`src/rtl/core_pkg.sv`:
```
// Shared definitions for the pipelined RISC-V core front end.
// Contents: datapath widths, the canonical NOP encoding and the
// instruction-fetch state encoding used by fetch_unit.
package core_pkg;

    localparam int unsigned XLEN = 64;
    localparam int unsigned ILEN = 32;

    // addi x0, x0, 0
    localparam logic [ILEN-1:0] NOP_INSTR = 32'h0000_0013;

    typedef enum logic [1:0] {
        S_START = 2'd0,
        S_FETCH = 2'd1,
        S_HOLD  = 2'd2,
        S_DRAIN = 2'd3
    } fetch_state_e;

endpackage

```
`src/rtl/fetch_hold_buf.sv`:
```
// Single-entry holding register for an instruction that returned from
// instruction memory while decode was stalled.
// Ports:
//   clk_i, reset_i   clock, synchronous active-high reset
//   load_i           capture {pc_i, instr_i} and mark the entry valid
//   pop_i            entry consumed; mark it empty
//   clear_i          invalidate the entry (highest priority)
//   pc_i, instr_i    entry contents to capture
//   valid_o          entry holds a live instruction
//   pc_o, instr_o    stored entry contents
module fetch_hold_buf
    import core_pkg::*;
(
    input  logic            clk_i,
    input  logic            reset_i,
    input  logic            load_i,
    input  logic            pop_i,
    input  logic            clear_i,
    input  logic [XLEN-1:0] pc_i,
    input  logic [ILEN-1:0] instr_i,
    output logic            valid_o,
    output logic [XLEN-1:0] pc_o,
    output logic [ILEN-1:0] instr_o
);

    logic            valid_q;
    logic [XLEN-1:0] pc_q;
    logic [ILEN-1:0] instr_q;

    always_ff @(posedge clk_i) begin
        if (reset_i) begin
            valid_q <= 1'b0;
            pc_q    <= '0;
            instr_q <= NOP_INSTR;
        end else if (clear_i) begin
            valid_q <= 1'b0;
        end else if (load_i) begin
            valid_q <= 1'b1;
            pc_q    <= pc_i;
            instr_q <= instr_i;
        end else if (pop_i) begin
            valid_q <= 1'b0;
        end
    end

    assign valid_o = valid_q;
    assign pc_o    = pc_q;
    assign instr_o = instr_q;

endmodule

```
`src/rtl/fetch_unit.sv`:
```
// Instruction-fetch stage: owns the PC, the instruction-memory request,
// decode-stall handling (via a one-entry hold buffer) and MEM-stage
// branch redirects, and drives the IF/ID pipeline register.
// Ports:
//   clk, reset       clock, synchronous active-high reset
//   imem_req         fetch request; imem_addr valid while high
//   imem_addr        4-byte aligned fetch address (registered PC)
//   imem_rdata       instruction word, valid with imem_ready
//   imem_ready       response for the current imem_addr
//   stall_id         decode cannot accept; IF/ID holds
//   redirect_valid   taken branch from MEM
//   redirect_pc      branch target (bits [1:0] ignored)
//   if_valid         IF/ID holds a live instruction
//   if_pc, if_instr  IF/ID contents (if_instr is NOP when not valid)
module fetch_unit
    import core_pkg::*;
#(
    parameter logic [63:0] PC_RESET = 64'd0
) (
    input  logic        clk,
    input  logic        reset,
    output logic        imem_req,
    output logic [63:0] imem_addr,
    input  logic [31:0] imem_rdata,
    input  logic        imem_ready,
    input  logic        stall_id,
    input  logic        redirect_valid,
    input  logic [63:0] redirect_pc,
    output logic        if_valid,
    output logic [63:0] if_pc,
    output logic [31:0] if_instr
);

    fetch_state_e    state_q, state_d;
    logic [XLEN-1:0] pc_q, pc_d;
    logic [XLEN-1:0] pending_pc_q, pending_pc_d;
    logic            if_valid_q, if_valid_d;
    logic [XLEN-1:0] if_pc_q, if_pc_d;
    logic [ILEN-1:0] if_instr_q, if_instr_d;

    logic            hb_load, hb_pop, hb_clear;
    logic            hb_valid;
    logic [XLEN-1:0] hb_pc;
    logic [ILEN-1:0] hb_instr;

    logic [XLEN-1:0] redirect_aligned;
    logic [XLEN-1:0] pc_plus4;

    assign redirect_aligned = redirect_pc & ~64'h3;
    assign pc_plus4         = pc_q + 64'd4;   // wraps modulo 2^64

    fetch_hold_buf u_hold (
        .clk_i   (clk),
        .reset_i (reset),
        .load_i  (hb_load),
        .pop_i   (hb_pop),
        .clear_i (hb_clear),
        .pc_i    (pc_q),
        .instr_i (imem_rdata),
        .valid_o (hb_valid),
        .pc_o    (hb_pc),
        .instr_o (hb_instr)
    );

    always_comb begin
        state_d      = state_q;
        pc_d         = pc_q;
        pending_pc_d = pending_pc_q;
        if_valid_d   = if_valid_q;
        if_pc_d      = if_pc_q;
        if_instr_d   = if_instr_q;
        hb_load      = 1'b0;
        hb_pop       = 1'b0;
        hb_clear     = 1'b0;

        if (redirect_valid) begin
            if_valid_d = 1'b0;
            hb_clear   = 1'b1;
            // An outstanding request cannot be withdrawn, so its response
            // is drained before the target is fetched.
            if ((state_q == S_FETCH && !imem_ready) || state_q == S_DRAIN) begin
                pending_pc_d = redirect_aligned;
                state_d      = S_DRAIN;
            end else begin
                pc_d    = redirect_aligned;
                state_d = S_FETCH;
            end
        end else begin
            case (state_q)
                S_START: begin
                    state_d = S_FETCH;
                end
                S_FETCH: begin
                    if (imem_ready) begin
                        pc_d = pc_plus4;
                        if (!stall_id) begin
                            if_valid_d = 1'b1;
                            if_pc_d    = pc_q;
                            if_instr_d = imem_rdata;
                        end else begin
                            hb_load = 1'b1;
                            state_d = S_HOLD;
                        end
                    end else if (!stall_id) begin
                        if_valid_d = 1'b0;
                    end
                end
                S_HOLD: begin
                    if (!stall_id && hb_valid) begin
                        if_valid_d = 1'b1;
                        if_pc_d    = hb_pc;
                        if_instr_d = hb_instr;
                        hb_pop     = 1'b1;
                        state_d    = S_FETCH;
                    end
                end
                S_DRAIN: begin
                    if (imem_ready) begin
                        pc_d    = pending_pc_q;
                        state_d = S_FETCH;
                    end
                end
                default: begin
                    state_d = S_START;
                end
            endcase
        end
    end

    always_ff @(posedge clk) begin
        if (reset) begin
            state_q      <= S_START;
            pc_q         <= PC_RESET;
            pending_pc_q <= PC_RESET;
            if_valid_q   <= 1'b0;
            if_pc_q      <= '0;
            if_instr_q   <= NOP_INSTR;
        end else begin
            state_q      <= state_d;
            pc_q         <= pc_d;
            pending_pc_q <= pending_pc_d;
            if_valid_q   <= if_valid_d;
            if_pc_q      <= if_pc_d;
            if_instr_q   <= if_instr_d;
        end
    end

    assign imem_req  = (state_q == S_FETCH) || (state_q == S_DRAIN);
    assign imem_addr = pc_q;
    assign if_valid  = if_valid_q;
    assign if_pc     = if_pc_q;
    assign if_instr  = if_valid_q ? if_instr_q : NOP_INSTR;

endmodule

```
`config.mk`:
```
export PLATFORM = sky130hd
export DESIGN_NAME = fetch_unit
export DESIGN_NICKNAME = d
export VERILOG_FILES = /design/src/rtl/core_pkg.sv /design/src/rtl/fetch_hold_buf.sv /design/src/rtl/fetch_unit.sv
export SDC_FILE = /design/constraint.sdc
export NUM_CORES = 1
export LEC_CHECK = 0
export CAP_MARGIN = 20
export CELL_PAD_IN_SITES_DETAIL_PLACEMENT = 0
export CELL_PAD_IN_SITES_GLOBAL_PLACEMENT = 1
export CORE_ASPECT_RATIO = 1.75
export CORE_MARGIN = 5
export CORE_UTILIZATION = 40
export CTS_BUF_LIST = sky130_fd_sc_hd__clkbuf_8 sky130_fd_sc_hd__clkbuf_16
export CTS_CLUSTER_DIAMETER = 120
export DETAILED_ROUTE_END_ITERATION = 8
export PLACE_DENSITY_LB_ADDON = 0.2
export SYNTH_ARGS = -nofsm -noshare
export SYNTH_HDL_FRONTEND = slang
export SYNTH_HIERARCHICAL = 1
export SYNTH_SLANG_ARGS = --single-unit
```
`constraint.sdc`:
```
create_clock -name clk -period 5.4 [get_ports clk]
set_input_delay 0.54 -clock clk [delete_from_list [all_inputs] [get_ports clk]]
set_output_delay 0.54 -clock clk [all_outputs]
set_load 0.1 [all_outputs]
```
=== Word level (Yosys, flattened, before mapping) ===
Cells that the tools add are included.

* Bits in registers: 322
* Output and inout bits: 162
* Logic and storage cells: 77

* Add/subtract/negate cells: 1
* Eq/ne operators: 11
* Multiplexer cells: 36
* Bitwise logic cells: 2
* Reduce and logical (&&, ||, !) cells: 18

{| class="wikitable"
|+ Operators with widths
! kind !! number
|-
| 64-bit two-way mux || 7
|-
| 64-bit one-hot mux with 2 select lines || 2
|-
| 32-bit two-way mux || 4
|-
| 64-bit by 3-bit adder with 64-bit output, second input constant || 1
|-
| 32-bit one-hot mux with 2 select lines || 1
|-
| 1-bit two-way mux || 14
|-
| 2-bit two-way mux || 6
|-
| 3-bit inequality test, second input constant || 4
|-
| 2-bit inequality test, second input constant || 4
|-
| 2-bit one-hot mux with 4 select lines || 1
|-
| 4-bit AND reduction || 2
|-
| 5-bit AND reduction || 1
|-
| 2-bit == test, second input constant || 2
|-
| 2-bit AND reduction || 2
|-
| 2-bit nonzero test || 2
|-
| 2-bit OR reduction || 2
|-
| 3-bit AND reduction || 1
|-
| 3-bit nonzero test || 1
|-
| 2-bit by 1-bit == test with 1-bit output, second input constant || 1
|-
| 1-bit logical AND || 2
|-
| 1-bit logical NOT || 2
|-
| 2-bit logical NOT || 1
|-
| 1-bit logical OR || 2
|-
| 1-bit inverter || 2
|-
| 1-bit one-hot mux with 2 select lines || 1
|}

=== Longest topological paths before layout ===
Gate-level depths: netlist of the first run.

* Word-level depth: 7
* Depth in mapped cells: 9

=== Hierarchy ===
Netlist of the first run, hierarchy kept.

{| class="wikitable"
|+ By module, submodules not included
! module !! times used !! cells each !! area each (sq um) !! seq. area each (sq um)
|-
| fetch_unit || 1 || 1577 || 12219.2 || 4464.3
|-
| fetch_hold_buf || 1 || 440 || 4453.0 || 1941.9
|}

=== Least setup slack after synthesis of the first run ===
Ideal clock, no wire load.

* Kind: register to register
* From: register pc_q[2], in the netlist imem_addr[2]
* To: register pc_q[44], in the netlist imem_addr[44]
* Setup time: 0.091 ns
* Arrival time: 2.978 ns
* Required time: 5.309 ns
* Slack: 2.331 ns
* Cell stages (with the launch flop): 7
* Cell sequence: dfxtp_1 -> ha_1 -> and3_1 -> nand4_2 -> or4_4 -> or3_1 -> a311oi_1

* Cells in the longest elaborated chain, start to end: 4

{| class="wikitable"
|+ RTL lines
! what !! line !! RTL
|-
| from (decl) || fetch_unit.sv:35 || <nowiki>logic [XLEN-1:0] pc_q, pc_d;</nowiki>
|-
| from (signal assigned) || fetch_unit.sv:140 || <nowiki>pc_q <= pc_d;</nowiki>
|-
| 64-bit by 3-bit adder with 64-bit output || fetch_unit.sv:50 || <nowiki>assign pc_plus4 = pc_q + 64'd4;</nowiki>
|-
| 64-bit two-way mux || fetch_unit.sv:94 || <nowiki>if (imem_ready) begin</nowiki>
|-
| 64-bit one-hot mux with 2 select lines || fetch_unit.sv:89 || <nowiki>case (state_q)</nowiki>
|-
| 64-bit two-way mux || fetch_unit.sv:76 || <nowiki>if (redirect_valid) begin</nowiki>
|}

Every way passes these cells. The select of a mux whose other input is x is not followed.
A chain may end at the register's enable or synchronous reset.

=== Worst setup path in the final report of the first run ===
* From: register pc_q[2], in the netlist imem_addr[2]
* To: register pc_q[58], in the netlist imem_addr[58]

Same word-level chain as after synthesis.

==> out/qor.txt, run 1 <==
Die height: 280 um
Post-Layout Inst Area: 20600 um2
P per Cell Area: 316 nW/um2
Fin. max-slew vios: 0
Post-Syn Area: 16700 um2
Setup Viol. Count Final: 0
Critical path peak fanout: 10
H-tree levels: 2
IO Count: 263
DR vias/cell: 5.82
Nets@finish: 2233
TritonCTS clock tree: done
Status: finished, final reports clean
Most frequent cells in the layout: 320 x dfxtp_1, 256 x clkdlybuf4s50_1, 222 x nand2_1, 167 x nor2_1, 118 x a211oi_1
Fillers: 4040
Tot Pwr: 0.00649 W
Syn avg cell area: 8.27 um2
Post-CTS Setup Inserts: 0
RD Place Congestion: 0.908
Worst-Skew Late Latency: 0.54 ns
Initial core utilization: 40.2%
Total CTS buffers: 35
Clock sinks: 320
Yosys cell types: 83
# Max-Cap Violations: 0
Endpoints failing hold: 0
Synth area leaders: dfxtp_1 38%, nand4bb_1 6.3%, mux2i_1 5.8%
Worst slack, placed: 2.03 ns
Top cell type's share of synthesized area: 38.4%
Clock slew at reported path FFs: 0.06 ns
Vias in the first global route: 15.1k
Worst vdd ir: 219 uV
Fin crit share: 60.5%
Setup crit end kind: register
Post-DRT Antenna Nets: 0
Post-synthesis sequential area ratio: 38.4%
Hold_buf cts: 0
Gate Count Post-Synth: 2017
Root Buffer: clkbuf_16
Die Span X: 164 um
Commonest non-fill, non-tap cell in the layout: dfxtp_1
GRT Overall Usage: 24.7%
DP Wirelength: 38400 um
First-pass GRT wire length: 90800 um
HP Class: input pin to register
Total Routed Length: 59000 um
DP Area: 19400 um2
Crit Path Category: register to register
Yosys reg bits: 320
Die ar.: 46000 um2
Post-CTS sizing: 0
Largest net degree at the start of global routing: 259
Row count: 99
Final WS setup: 2.13 ns
Slew headroom: 24.0%
WP data arrival: 3.72 ns
RSZ-0062 raised after global routing: false
1st-iter DRT viols: 1461
Vias: 15.8k
CP Launch Type: register
Total negative slack: 0 ns
Clock Path Buffers: 3
Primary FF master, synth: dfxtp_1
Congestion Overflow GR: 0
WHS: 0.419 ns
Min Tclk post-route: 3.27 ns
Worst EP required: 5.85 ns
Share of cells above drive strength 1: 6.12%
Async SR Flop Fraction: 0%
Clk_skew: 0.0236 ns
Leak: 6.57 nW
DRC violations left: 0
Wire length per cell: 21.8 um
Warnings, synthesis: 6
Cell taking the most area after synthesis: dfxtp_1
DRT Pass-1 Iters: 6
Initial antenna violation count: 1
Number of flops mapped to enable cells by yosys: 0
I/O Buffers: 258
FMAX: 306 MHz
Synth-to-Final Area Change: 23.4%
Worst-margin pin slew: 1.14 ns
Core Area: 41500 um2
[state kept, by name, summed over array words and instances (netlist names)]
register,flops
if_instr_q,32
if_pc,64
if_valid,1
imem_addr,62
pending_pc_q,62
state_q,2
u_hold/instr_o,32
u_hold/pc_o,64
u_hold/valid_o,1
[worst max-delay path, cell delays in order, from the launching register on]
cell and delay (ns):
dfxtp_1 0.62, ha_1 0.30, nand3_1 0.28, nor4_1 0.90
nand4_1 0.42, or4_1 0.50, a31oi_1 0.16
[stage by stage]
step,utilization (%),std cells
2_1_floorplan,-,2020
3_3_place_gp,46.6,2648
3_5_place_dp,46.6,2648
4_1_cts,49.5,2711
5_1_grt,49.6,2712
6_report,49.6,2713
[cells by family after synthesis]
family	synth area share, %
adders and majority gates	0.0750
and+or+nand+nor	29.0
AOI/OAI and AO/OA	20.5
buffers and inverters	5.66
muxes	6.09
other	0.0225
DFF	38.4
xor gates and xnor gates	0.263
[cells in the mapped netlist (21+ instances only)]
cell type	n
buf_1	23
nand4_1	29
nor3_1	40
o21ai_1	25
buf_2	28
mux2i_1	97
nor4_1	21
nand2_1	222
o21ai_0	93
dfxtp_1	320
nor2_1	169
a211oi_1	118
a21oi_1	118
and2_1	35
o211ai_1	24
nand3_1	51
clkbuf_1	139
nand4bb_1	94
nand2b_1	104
[final cells by class]
cell class	instances	area [um2]	area share, %
flip-flops and latches	320	6410	31.1
clock buffers	44	1010	4.91
multi-input cells	1477	9390	45.6
repair buffers	280	2820	13.7
clock inverters	19	179	0.870
well taps	555	694	3.38
diodes	1	2.50	0.0122
inverters	17	63.8	0.310
[worst paths after layout]
check	startpoint	to	slack, ns	cells after the start
setup / recovery	imem_addr[2]	imem_addr[58]	2.13	6
hold / removal	redirect_valid	if_valid	0.42	2
setup reg to reg	imem_addr[2]	imem_addr[58]	2.13	6
hold reg to reg	pending_pc_q[28]	pending_pc_q[28]	0.45	2
[metal layers]
| layer | global-route usage (%) | wire length, um | vias up | part of all wire [%] |
|---|---|---|---|---|
| met5 | 0 | 0 | - | 0 |
| met1 | 32.0 | 24700 | 7536 | 42 |
| met2 | 41.3 | 28400 | 538 | 48 |
| met3 | 2.94 | 3140 | 127 | 5.3 |
| met4 | 11.0 | 2820 | 0 | 4.8 |
| li1 | - | - | 7600 | - |
[power by group]
part / internal (W) / switching [W] / leakage [nW] / total [W]
sequential: 0.00246 / 0.000194 / 2.60 / 0.00266
clock: 0.00147 / 0.00103 / 0.621 / 0.00250
combinational: 0.000402 / 0.000933 / 3.35 / 0.00134
total: 0.00434 / 0.00216 / 6.57 / 0.00649
Note: power is estimated with default switching activity, not from simulation.
==> run 2: changes to the inputs <==
--- a/config.mk
+++ b/config.mk
@@ -10,7 +10,7 @@
 export CELL_PAD_IN_SITES_GLOBAL_PLACEMENT = 1
 export CORE_ASPECT_RATIO = 1.75
 export CORE_MARGIN = 5
-export CORE_UTILIZATION = 40
+export CORE_UTILIZATION = 37
 export CTS_BUF_LIST = sky130_fd_sc_hd__clkbuf_8 sky130_fd_sc_hd__clkbuf_16
 export CTS_CLUSTER_DIAMETER = 120
 export DETAILED_ROUTE_END_ITERATION = 8
==> constraint.sdc (replaced) <==
create_clock -name clk -period 2.7 [get_ports clk]
set_input_delay 0.27 -clock clk [delete_from_list [all_inputs] [get_ports clk]]
set_output_delay 0.27 -clock clk [all_outputs]
set_load 0.1 [all_outputs]
==> run 2 against run 1 <==
- worst hold slack got worse by 0.26 ns
- critical path depth did not move
- sequential power rose by 97%
- worst setup slack got worse by 1.9 ns
- core utilization fell by 2.4 points
- final area rose by 2.8%
- routed wire length rose by 7.4%
- clock skew fell by 0.0051 ns
- clock-buffer cell count did not move
- first-iteration DRC count fell by 26%
- largest power group unchanged
- highest routed layer unchanged
==> out/qor.txt, run 2 (same netlist as run 1, synthesis figures left out) <==
Clock Path Buffers: 3
Met3 usage in global routing: 2.97%
HP Class: input pin to register
Initial antenna violation count: 2
Post-CTS Setup Inserts: 0
Met2 Track Usage GR: 41.7%
DRC violations left: 0
Largest net degree at the start of global routing: 169
IO Count: 263
Endpoints failing hold: 0
Status: finished, final reports clean
Total CTS buffers: 35
I/O Buffers: 258
Row count: 103
Worst EP required: 3.09 ns
DR vias/cell: 5.71
Min Tclk post-route: 2.48 ns
WP data arrival: 2.86 ns
Congestion Overflow GR: 0
Total Routed Length: 63400 um
Initial core utilization: 37.2%
P per Cell Area: 622 nW/um2
Root Buffer: clkbuf_16
Share of cells above drive strength 1: 19.0%
Worst-Skew Late Latency: 0.54 ns
Placed cells: 2765
RD Place Congestion: 0.940
DP Wirelength: 43900 um
CP Launch Type: register
Slew headroom: 45.5%
Fin crit share: 91.7%
TritonCTS clock tree: done
Clock sinks: 320
Nets@finish: 2327
Setup Viol. Count Final: 0
1st-iter DRT viols: 1088
Crit Path Category: register to register
Core Area: 44800 um2
Post-DRT Antenna Nets: 0
Synth-to-Final Area Change: 26.9%
Commonest non-fill, non-tap cell in the layout: dfxtp_1
Worst vdd ir: 433 uV
Die height: 291 um
Cell Count, Final, Fillers Out: 2830
Fin. max-slew vios: 0
Most frequent cells in the layout: 282 x dfxtp_1, 254 x buf_4, 222 x nand2_1, 169 x nor2_1, 118 x a211oi_1
Vias: 16.2k
Clock slew at reported path FFs: 0.07 ns
Wire length per cell: 22.4 um
Worst-margin pin slew: 0.817 ns
Clk_skew: 0.0186 ns
DRT Pass-1 Iters: 5
FMAX: 404 MHz
GRT Overall Usage: 24.3%
Vias in the first global route: 15.2k
Post-CTS sizing: 0
RSZ-0062 raised after global routing: false
Leak: 7.40 nW
Total negative slack: 0 ns
GR Util met1: 31.1%
First-pass GRT wire length: 95500 um
H-tree levels: 2
Hold_buf cts: 0
GR peak layer: met2
Setup crit end kind: register
# Max-Cap Violations: 0
Critical path peak fanout: 12
Die ar.: 49600 um2
Die Span X: 170 um
==> run 2: changes by cell type in the layout (fill, tap and decap cells not counted), moves of 2 or more <==
cell,delta
nor2_2,-2
buf_4,+237
dfxtp_1,-38
buf_12,+18
inv_1,-5
nor2_1,+2
clkdlybuf4s50_1,-160
dfxtp_2,+38
clkinv_2,+6
==> run 2: metrics by stage <==
stage          util [%]  hold slack [ns]  area (um2)  total power [W]  setup WS (ns)
2_1_floorplan         -            0.406       16700          0.00722        0.00428
3_3_place_gp       44.5            0.439       20000          0.00820          0.231
3_5_place_dp       44.5            0.444       20000          0.00822          0.212
4_1_cts            47.2            0.141       21100           0.0133          0.237
5_1_grt            47.2            0.173       21200           0.0136         0.0848
6_report           47.2            0.155       21200           0.0132          0.224
==> run 2: path summary, 6_finish.rpt <==
check / from / end / slack, ns / depth (start not counted)
worst min-delay path: reset / pending_pc_q[60] / 0.16 / 2
worst max-delay path: imem_addr[34] / imem_addr[41] / 0.22 / 6
worst min register to register: pending_pc_q[11] / pending_pc_q[11] / 0.45 / 2
worst max register to register: imem_addr[34] / imem_addr[41] / 0.22 / 6
==> run 2: layer usage <==
metal	vias up	share of wire (%)
li1	7772	-
met1	7762	42
met2	525	49
met3	104	5.3
met4	0	3.8
met5	-	0
==> run 2: where the power goes <==
part	switching, W	internal [W]
Sequential	0.000296	0.00494
Clock	0.00209	0.00295
Combinational	0.00201	0.000872
==> run 2: final cells by class <==
| class | count | area [um2] |
|---|---|---|
| Clock inverter | 19 | 186 |
| Timing Repair Buffer | 374 | 3330 |
| Antenna cell | 2 | 5.00 |
| Inverter | 17 | 63.8 |
| Sequential cell | 320 | 6450 |
| Tap cell | 577 | 722 |
| Multi-Input combinational cell | 1477 | 9380 |
| Clock buffer | 44 | 1010 |
| Fill cell | 4433 | 23700 |
==> run 2: critical path, cell delays in order (launching register included) <==
cell     delay, ns
dfxtp_2       0.49
nand3_1       0.29
or4_1         0.63
nor4_1        0.45
buf_4         0.20
mux2i_1       0.17
o22ai_1       0.10
